<file path="config.mk">
export PLATFORM = sky130hd
export DESIGN_NAME = vga_timing_monitor
export DESIGN_NICKNAME = d
export VERILOG_FILES = /design/src/rtl/vga_timing_monitor.sv
export SDC_FILE = /design/constraint.sdc
export NUM_CORES = 1
export LEC_CHECK = 0
export CORE_MARGIN = 4
export CORE_UTILIZATION = 50
export CTS_CLUSTER_SIZE = 12
export DETAILED_ROUTE_END_ITERATION = 16
export PLACE_DENSITY_LB_ADDON = 0.08
export SYNTH_ARGS = -nofsm -noshare
export SYNTH_HDL_FRONTEND = slang
export SYNTH_SLANG_ARGS = --single-unit
</file>
<file path="constraint.sdc">
create_clock -name clk -period 9.1 [get_ports clk]
set_clock_uncertainty 0.2 [all_clocks]
set_input_delay 0.91 -clock clk [delete_from_list [all_inputs] [get_ports clk]]
set_output_delay 0.91 -clock clk [all_outputs]
set_load 0.005 [all_outputs]
</file>
<file path="src/rtl/vga_timing_monitor.sv">
// Passive VGA timing monitor: measures line, frame and sync-pulse lengths on the
// pixel strobe, tracks lock and sticky errors, and checksums the active area.
module vga_timing_monitor #(
  parameter int H_ACTIVE = 640,
  parameter int H_FP     = 16,
  parameter int H_SYNC   = 96,
  parameter int H_BP     = 48,
  parameter int V_ACTIVE = 480,
  parameter int V_FP     = 10,
  parameter int V_SYNC   = 2,
  parameter int V_BP     = 33
) (
  input  logic        clk,
  input  logic        rst_n,
  input  logic        pix_ce,
  input  logic        hsync,
  input  logic        vsync,
  input  logic [3:0]  red,
  input  logic [3:0]  green,
  input  logic [3:0]  blue,
  input  logic        err_clr,
  output logic        locked,
  output logic        err_hline,
  output logic        err_hsync,
  output logic        err_frame,
  output logic        err_vsync,
  output logic [15:0] frame_cnt,
  output logic [23:0] frame_sum,
  output logic        frame_valid,
  output logic [1:0]  state_dbg
);

  localparam int H_TOTAL = H_ACTIVE + H_FP + H_SYNC + H_BP;
  localparam int V_TOTAL = V_ACTIVE + V_FP + V_SYNC + V_BP;
  localparam int F_TOTAL = H_TOTAL * V_TOTAL;
  localparam int CW      = ($clog2(F_TOTAL + 1) > 19) ? $clog2(F_TOTAL + 1) : 19;

  localparam logic [CW-1:0] HT_C    = CW'(H_TOTAL);
  localparam logic [CW-1:0] FT_C    = CW'(F_TOTAL);
  localparam logic [CW-1:0] HSW_C   = CW'(H_SYNC);
  localparam logic [CW-1:0] VSW_C   = CW'(V_SYNC * H_TOTAL);
  localparam logic [CW-1:0] COL_LO  = CW'(H_SYNC + H_BP);
  localparam logic [CW-1:0] COL_HI  = CW'(H_SYNC + H_BP + H_ACTIVE);
  localparam logic [CW-1:0] LINE_LO = CW'(V_SYNC + V_BP);
  localparam logic [CW-1:0] LINE_HI = CW'(V_SYNC + V_BP + V_ACTIVE);

  typedef enum logic [1:0] {
    SEARCH = 2'd0,
    TRACK  = 2'd1,
    LOCKED = 2'd2
  } state_t;

  state_t        state, state_nx;
  logic          dirty, dirty_nx;
  logic          cnt_inc;
  logic          hs_q, vs_q, primed, hs_seen, vs_seen;
  logic [CW-1:0] h_cnt, hsw_cnt, f_cnt, vsw_cnt, line;
  logic [23:0]   acc;
  logic          hs_fall, hs_rise, vs_fall, vs_rise;
  logic          e_hline, e_hsync, e_frame, e_vsync, any_err;
  logic          active;
  logic [23:0]   pix;

  // Counters hold at all-ones so a stuck sync can never wrap into a false match.
  function automatic logic [CW-1:0] sat_inc(input logic [CW-1:0] v);
    return (v == {CW{1'b1}}) ? v : v + CW'(1);
  endfunction

  assign hs_fall = pix_ce & ~hsync & hs_q;
  assign hs_rise = pix_ce & hsync & ~hs_q;
  assign vs_fall = pix_ce & ~vsync & vs_q;
  assign vs_rise = pix_ce & vsync & ~vs_q;

  // hs_seen/vs_seen only count edges taken after a real sample, so a sync that
  // is already low when reset releases never produces a measurement.
  assign e_hline = hs_fall & hs_seen & ((h_cnt + CW'(1)) != HT_C);
  assign e_hsync = hs_rise & hs_seen & (hsw_cnt != HSW_C);
  assign e_frame = vs_fall & vs_seen & ((f_cnt + CW'(1)) != FT_C);
  assign e_vsync = vs_rise & vs_seen & (vsw_cnt != VSW_C);
  assign any_err = e_hline | e_hsync | e_frame | e_vsync;

  assign active = (h_cnt >= COL_LO) && (h_cnt < COL_HI) &&
                  (line >= LINE_LO) && (line < LINE_HI);
  assign pix    = {12'd0, red, green, blue};

  assign locked    = (state == LOCKED);
  assign state_dbg = state;

  always_comb begin
    state_nx = state;
    dirty_nx = dirty;
    cnt_inc  = 1'b0;
    case (state)
      SEARCH: begin
        if (vs_fall) begin
          state_nx = TRACK;
          dirty_nx = 1'b0;
        end
      end
      TRACK: begin
        if (vs_fall) begin
          if (!(dirty || any_err)) state_nx = LOCKED;
          dirty_nx = 1'b0;
        end else if (any_err) begin
          dirty_nx = 1'b1;
        end
      end
      LOCKED: begin
        if (any_err) begin
          state_nx = TRACK;
          dirty_nx = 1'b0;
        end else if (vs_fall) begin
          cnt_inc = 1'b1;
        end
      end
      default: begin
        state_nx = SEARCH;
        dirty_nx = 1'b0;
      end
    endcase
  end

  always_ff @(posedge clk or negedge rst_n) begin
    if (!rst_n) begin
      state     <= SEARCH;
      dirty     <= 1'b0;
      frame_cnt <= 16'd0;
      err_hline <= 1'b0;
      err_hsync <= 1'b0;
      err_frame <= 1'b0;
      err_vsync <= 1'b0;
    end else begin
      state     <= state_nx;
      dirty     <= dirty_nx;
      frame_cnt <= frame_cnt + {15'd0, cnt_inc};
      err_hline <= (err_hline & ~err_clr) | e_hline;
      err_hsync <= (err_hsync & ~err_clr) | e_hsync;
      err_frame <= (err_frame & ~err_clr) | e_frame;
      err_vsync <= (err_vsync & ~err_clr) | e_vsync;
    end
  end

  // frame_sum is qualified by frame_valid: a one-clk pulse, no back-pressure.
  always_ff @(posedge clk or negedge rst_n) begin
    if (!rst_n) begin
      frame_valid <= 1'b0;
      frame_sum   <= 24'd0;
      acc         <= 24'd0;
    end else begin
      frame_valid <= vs_fall & vs_seen;
      if (vs_fall && vs_seen) frame_sum <= acc;
      if (pix_ce) begin
        if (vs_fall)     acc <= active ? pix : 24'd0;
        else if (active) acc <= acc + pix;
      end
    end
  end

  always_ff @(posedge clk or negedge rst_n) begin
    if (!rst_n) begin
      hs_q    <= 1'b1;
      vs_q    <= 1'b1;
      primed  <= 1'b0;
      hs_seen <= 1'b0;
      vs_seen <= 1'b0;
      h_cnt   <= '0;
      hsw_cnt <= '0;
      f_cnt   <= '0;
      vsw_cnt <= '0;
      line    <= '0;
    end else if (pix_ce) begin
      hs_q    <= hsync;
      vs_q    <= vsync;
      primed  <= 1'b1;
      if (hs_fall) hs_seen <= hs_seen | primed;
      if (vs_fall) vs_seen <= vs_seen | primed;
      h_cnt   <= hs_fall ? '0 : sat_inc(h_cnt);
      f_cnt   <= vs_fall ? '0 : sat_inc(f_cnt);
      hsw_cnt <= hsync ? '0 : sat_inc(hsw_cnt);
      vsw_cnt <= vsync ? '0 : sat_inc(vsw_cnt);
      if (vs_fall)      line <= '0;
      else if (hs_fall) line <= sat_inc(line);
    end
  end

endmodule

</file>
==> metrics, run 1 <==
final instance count without filler cells between 1000 and 1500; Static Leakage approximately 0.0047 uW; Critical Path Slowest Stage Cell nand2_1; RSZ-0062 raised after global routing false; data arrival time of the critical path between 4000 and 5000 ps; # setup viols final 0; Via density around 5.6; reg-to-reg slack, setup between 4000 and 5000 ps; crit end category flop; vias in the first global route 6812; cells on worst reg2reg path 13; die area slightly above 20000 sq um; Min-Delay Path Class reg -> reg; Area growth syn-to-layout 15.2%; DRT Pass-1 Iters 5; Power Dens Cells roughly 160 nW/um^2; Worst R2R End frame_cnt[14]; Synth cell types 74; CP Launch Type primary input; cts hold-fix bufs 0; Synth area leader dfrtp_1; All-Layer GR Usage roughly 19%; synthesized cell area between 9000 and 10000 sq um; CP bufs+invs 4; CTS Sinks roughly 170; DP HPWL about 13000 um; PostCTS Resize Cnt 0; starting density of the core roughly 51%; Yosys warning total 0; Syn Nets ~1000; pin count of the biggest net entering global routing between 100 and 150; post-detailed-route wirelength per cell ~15 um; largest cells by area after synthesis dfrtp_1 46%, xor2_1 5.3%, nor2_1 5.1%, xnor2_1 4.2%, nand2_1 3.5%; sequential area share after synthesis about 46%; most common cell after layout, fill and taps aside dfrtp_1; PortBufs 65; htree depth 4; Starting DRT DRC Count 270; Crit Path Category in -> reg; gr ovfl total 0; Required @ worst endpoint about 9000 ps; Slew @ Worst Pin between 1000 and 1500 ps; Util after Layout about 59%; layout cell share with drive strength beyond 1 9.09%; CP max FO 67; Yosys reg bits between 150 and 200; Die W around 140 um; FFs w/ async S/R, synth between 90% and 100%; Main synth FF type dfrtp_1; # rows 49; FF-to-FF Start vs_q; fmax 0.206 GHz; CP cell instances clkdlybuf4s50_1, buf_4, and3_2, buf_4, nand2_1, inv_1, a21o_1, nor2_1, and3_1, ha_1, ha_1, nand3_1, or2_2, nor2_1, xor2_1; Fin Hold WS between 200 and 300 ps; fin crit share a little over half; Period minus WS final between 4000 and 5000 ps; postcts setup bufs 0; status complete, no violations; Slew Limit Fails 0; first-pass GRT wire length around 33000 um; total of max-cap violations 0; Root Buffer clkbuf_16; Synth top area share 45.9%; Placeable Area between 15000 and 20000 sq um; CTS buffer count 17; Syn Area/Cell approximately 9.7 sq um; Inserted Diodes 0; CTS tree yes; clock slew at reported path FFs roughly 60 ps; Synth Instances between 900 and 1000; DRC violations left 0; Inst Count DP around 1200; worst vdd ir ~0.11 mV; Post-synth EDFFs 0; cell family with most CP delay simple AND/OR/NAND/NOR gates; crit path from pix_ce; commonest cells after routing, fill and taps aside 170 x dfrtp_1, 126 x nor2_1, 87 x nand2_1, 64 x clkdlybuf4s50_1, 61 x o21ai_0; Final Hold Fails 0; timing endpoint of the critical path frame_cnt[14]; Critical Path Max Stage Delay about 840 ps; WL final ~19000 um; layout net count roughly 1100; Skew-Pair Late Insertion Delay 430 ps; Setup TNS Final 0 ps; headroom to the max-slew limit roughly a quarter; Routed Antenna Nets 0; cell count along the critical path 15; gpl congestion roughly 0.79; chip height between 100 and 150 um; initial antenna violation count 0; Pwr Total between 1500 and 2000 uW; Clock Path Buffers 2; routed vias about 7000; I/O Pins 66
## worst min-delay path by stage
stage	end	cells past startpoint	from
6_report	frame_cnt[15]	1	frame_cnt[15]
5_1_grt	frame_cnt[15]	1	frame_cnt[15]
4_1_cts	frame_cnt[15]	1	frame_cnt[15]
3_5_place_dp	frame_cnt[15]	1	frame_cnt[15]
3_3_place_gp	frame_cnt[15]	1	frame_cnt[15]
2_1_floorplan	hs_seen	1	hs_seen
## layout make-up
| cell class | count | area [sq um] |
|---|---|---|
| fillers | 1577 | 7410 |
| multi-input cells | 725 | 4710 |
| flip-flops and latches | 172 | 4310 |
| repair buffers | 69 | 682 |
| clock buffers | 18 | 429 |
| well taps | 229 | 287 |
| clock inverters | 14 | 170 |
| inverters | 25 | 93.8 |
## flip-flops by register name (all words and copies together), names as in the netlist
name / flops
acc: 24
frame_sum: 24
f_cnt: 19
h_cnt: 19
hsw_cnt: 19
line: 19
vsw_cnt: 19
frame_cnt: 16
state_dbg: 2
dirty: 1
err_frame: 1
err_hline: 1
err_hsync: 1
err_vsync: 1
frame_valid: 1
hs_q: 1
hs_seen: 1
primed: 1
vs_q: 1
vs_seen: 1
## cell usage after synthesis, types with 25 or more instances
cell type	count
o21ai_0	61
xor2_1	56
nand4_1	36
nand2_1	87
a21oi_1	26
dfrtp_1	170
inv_1	25
nand3_1	37
nor3_1	27
mux2_2	25
xnor2_1	44
nor2_1	126
## power by group
group	internal (uW)	switching (uW)	total (uW)
clock network	432	302	734
registers	803	48.8	852
logic	77.1	96.9	174
## logic make-up (layout without fill, tap and decap cells)
group | count (synthesis) | count (layout) | share of synthesized area [%]
AOI/OAI and AO/OA | 153 | 153 | 10.9
xor gates and xnor gates | 100 | 100 | 9.45
adders and majority gates | 23 | 23 | 3.18
buffers and inverters | 61 | 126 | 2.81
DFF | 172 | 172 | 46.5
muxes | 36 | 36 | 4.22
and+or+nand+nor | 413 | 413 | 23.0
## through the flow
stage                     setup WS (ps)  area, sq um
final                              4250        10700
after global routing               3850        10700
after CTS                          4130        10700
after detailed placement           3680        10100
after global placement             3740        10100
after floorplan                    5530         9270
## layer usage
layer	up-vias	GRT usage, %	share of wire (%)	routed length (um)
li1	3502	-	-	-
met1	3393	28.3	52	9880
met2	108	29.7	44	8330
met3	13	3.94	3.1	581
met4	0	4.32	1.0	189
met5	-	0	0	0
(Power assumes the default switching activity.)
==> run 2, diff against run 1 <==
Clock period 9.1 ns to 4.3 ns, I/O delays scaled along.
==> run 2 against run 1 <==
  * First-iteration DRC count rose by 33%
  * Via count increased by 1.0%
  * Utilization rose by 0.83 points
  * Worst hold slack better by 1.7 ps
  * Critical path type is now reg -> reg
  * Largest power group unchanged
==> metrics, run 2 (synthesis gave the netlist of run 1 again) <==
CTS tree yes (unchanged); post-detailed-route wirelength per cell 15.4 um (was 15.2 um); layout cell share with drive strength beyond 1 10.1% (was 9.09%); Net Sw Power 954 uW (was 448 uW); vias in the first global route 6886 (was 6812); # rows 49 (unchanged); RSZ-0062 raised after global routing false (unchanged); Skew-Pair Late Insertion Delay 420 ps (was 430 ps); Final Hold Fails 0 (unchanged); Min-Delay Path Class reg -> reg (unchanged); data arrival time of the critical path 4100 ps (was 4960 ps); Die W 144 um (unchanged); DRC violations left 0 (unchanged); Static Leakage 0.00478 uW (was 0.00468 uW); Area growth syn-to-layout 16.8% (was 15.2%); total of max-cap violations 0 (unchanged); htree depth 4 (unchanged); initial antenna violation count 0 (unchanged); fin crit share 92.0%; worst vdd ir 0.237 mV (was 0.115 mV); # setup viols final 0 (unchanged); Via density 5.61 (was 5.60); Clock Path Buffers 2 (unchanged); WL final 19400 um (was 19000 um); Filler cells 1545 (was 1577); commonest cells after routing, fill and taps aside 170 x dfrtp_1, 126 x nor2_1, 87 x nand2_1, 64 x clkdlybuf4s50_1, 61 x o21ai_0 (unchanged); gr ovfl total 0 (unchanged); Slew @ Worst Pin 979 ps (was 1110 ps); combinational power share 9.8% (was 9.9%); Top Layer Used met4 (unchanged); most common cell after layout, fill and taps aside dfrtp_1 (unchanged); Switching Fraction 24.7% (was 25.4%); Placeable Area 18100 sq um (unchanged); routed vias 7086 (was 7016); Required @ worst endpoint 4440 ps (was 9200 ps); routed length on met2 8920 um (was 8330 um); Reg power frac 46.8% (was 48.4%); Inserted Diodes 0 (unchanged); layout net count 1063 (was 1051); total length of routed met3 wires 747 um (was 581 um); Starting DRT DRC Count 360 (was 270); I/O Pins 66 (unchanged); postcts setup bufs 0 (unchanged); PortBufs 65 (unchanged); DP HPWL 13300 um (was 12800 um); Fin Hold WS 274 ps (was 272 ps); Setup TNS Final 0 ps (unchanged); pin count of the biggest net entering global routing 109 (was 102); Largest regs acc (24), frame_sum (24) (unchanged); CP Launch Type flop (was primary input); first-pass GRT wire length 33500 um (was 32800 um); Power Dens Cells 356 nW/um^2 (was 165 nW/um^2); Crit Path Category reg -> reg (was in -> reg); Period minus WS final 3960 ps; CP max FO 11 (was 67); crit end category flop (unchanged); gpl congestion 0.850 (was 0.795); Met1 Wirelength 9620 um (was 9880 um); status complete, no violations (unchanged); CTS buffer count 17 (unchanged); die area 20800 sq um (unchanged); fmax roughly 0.25 GHz; Routed Antenna Nets 0 (unchanged); clock slew at reported path FFs 70 ps (was 60 ps); All-Layer GR Usage 19.7% (was 19.2%); Root Buffer clkbuf_16 (unchanged); starting density of the core 51.3% (unchanged); CTS Sinks 172 (unchanged); Power Internal 2900 uW (was 1310 uW); DRT Pass-1 Iters 5 (unchanged); clock power share 43.4% (was 41.7%); Slew Limit Fails 0 (unchanged); chip height 144 um (unchanged); headroom to the max-slew limit 34.7% (was 25.9%)
## run 2: cell type report
| class | count | area (sq um) | area share, % |
|---|---|---|---|
| Sequential cell | 172 | 4310 | 39.8 |
| Multi-Input combinational cell | 725 | 4710 | 43.5 |
| Tap cell | 229 | 287 | 2.65 |
| Inverter | 25 | 93.8 | 0.867 |
| Timing Repair Buffer | 81 | 787 | 7.27 |
| Clock inverter | 15 | 219 | 2.02 |
| Clock buffer | 17 | 425 | 3.93 |
## run 2: path summary, 6_finish.rpt
kind	endpoint	slack, ps	cells past startpoint	startpoint
setup / recovery	frame_cnt[12]	340	14	f_cnt[3]
hold / removal	frame_cnt[15]	270	1	frame_cnt[15]
setup reg to reg	frame_cnt[12]	340	14	f_cnt[3]
hold reg to reg	frame_cnt[15]	270	1	frame_cnt[15]
max in group asynchronous	line[18]	2470	3	rst_n
min in group asynchronous	vsw_cnt[11]	510	2	rst_n
## run 2: metal layers
| layer | vias to the layer above | track usage (%) |
|---|---|---|
| li1 | 3532 | - |
| met1 | 3418 | 28.0 |
| met2 | 123 | 31.1 |
| met3 | 13 | 4.43 |
| met4 | 0 | 4.37 |
| met5 | - | 0 |
## run 2: critical path: stages (launching register included)
cell       delay (ps)
dfrtp_1           490
nand4_2           330
nor4_2            620
nand2_1           170
a21oi_1           150
o2111ai_1         180
a21o_1            250
nor2_1            180
and3_1            180
ha_1              180
ha_1              210
nand3_1           130
or2_2             330
nor2_1            120
xor2_1            160
## run 2: metrics by stage
stage	std cells	instance area (sq um)	total power [uW]	util, %	setup slack, ps
floorplan	958	9270	2050	-	727
global placement	1231	10200	2210	56.3	533
detailed placement	1231	10200	2220	56.3	382
CTS	1264	10800	3910	59.9	358
global route	1264	10800	4040	59.9	37.8
finish	1264	10800	3860	59.9	344
## run 2: timing repair
action,in CTS,in global routing
hold buffers,1,0
hold endpoints to repair,12,0
gates resized for setup,0,0
## run 2: power groups by stage
stage	clock (uW)	sequential (uW)	combinational, uW
2_1_floorplan	0	1800	244
3_3_place_gp	0	1830	381
3_5_place_dp	0	1830	382
4_1_cts	1720	1800	386
5_1_grt	1780	1820	437
6_report	1680	1800	379
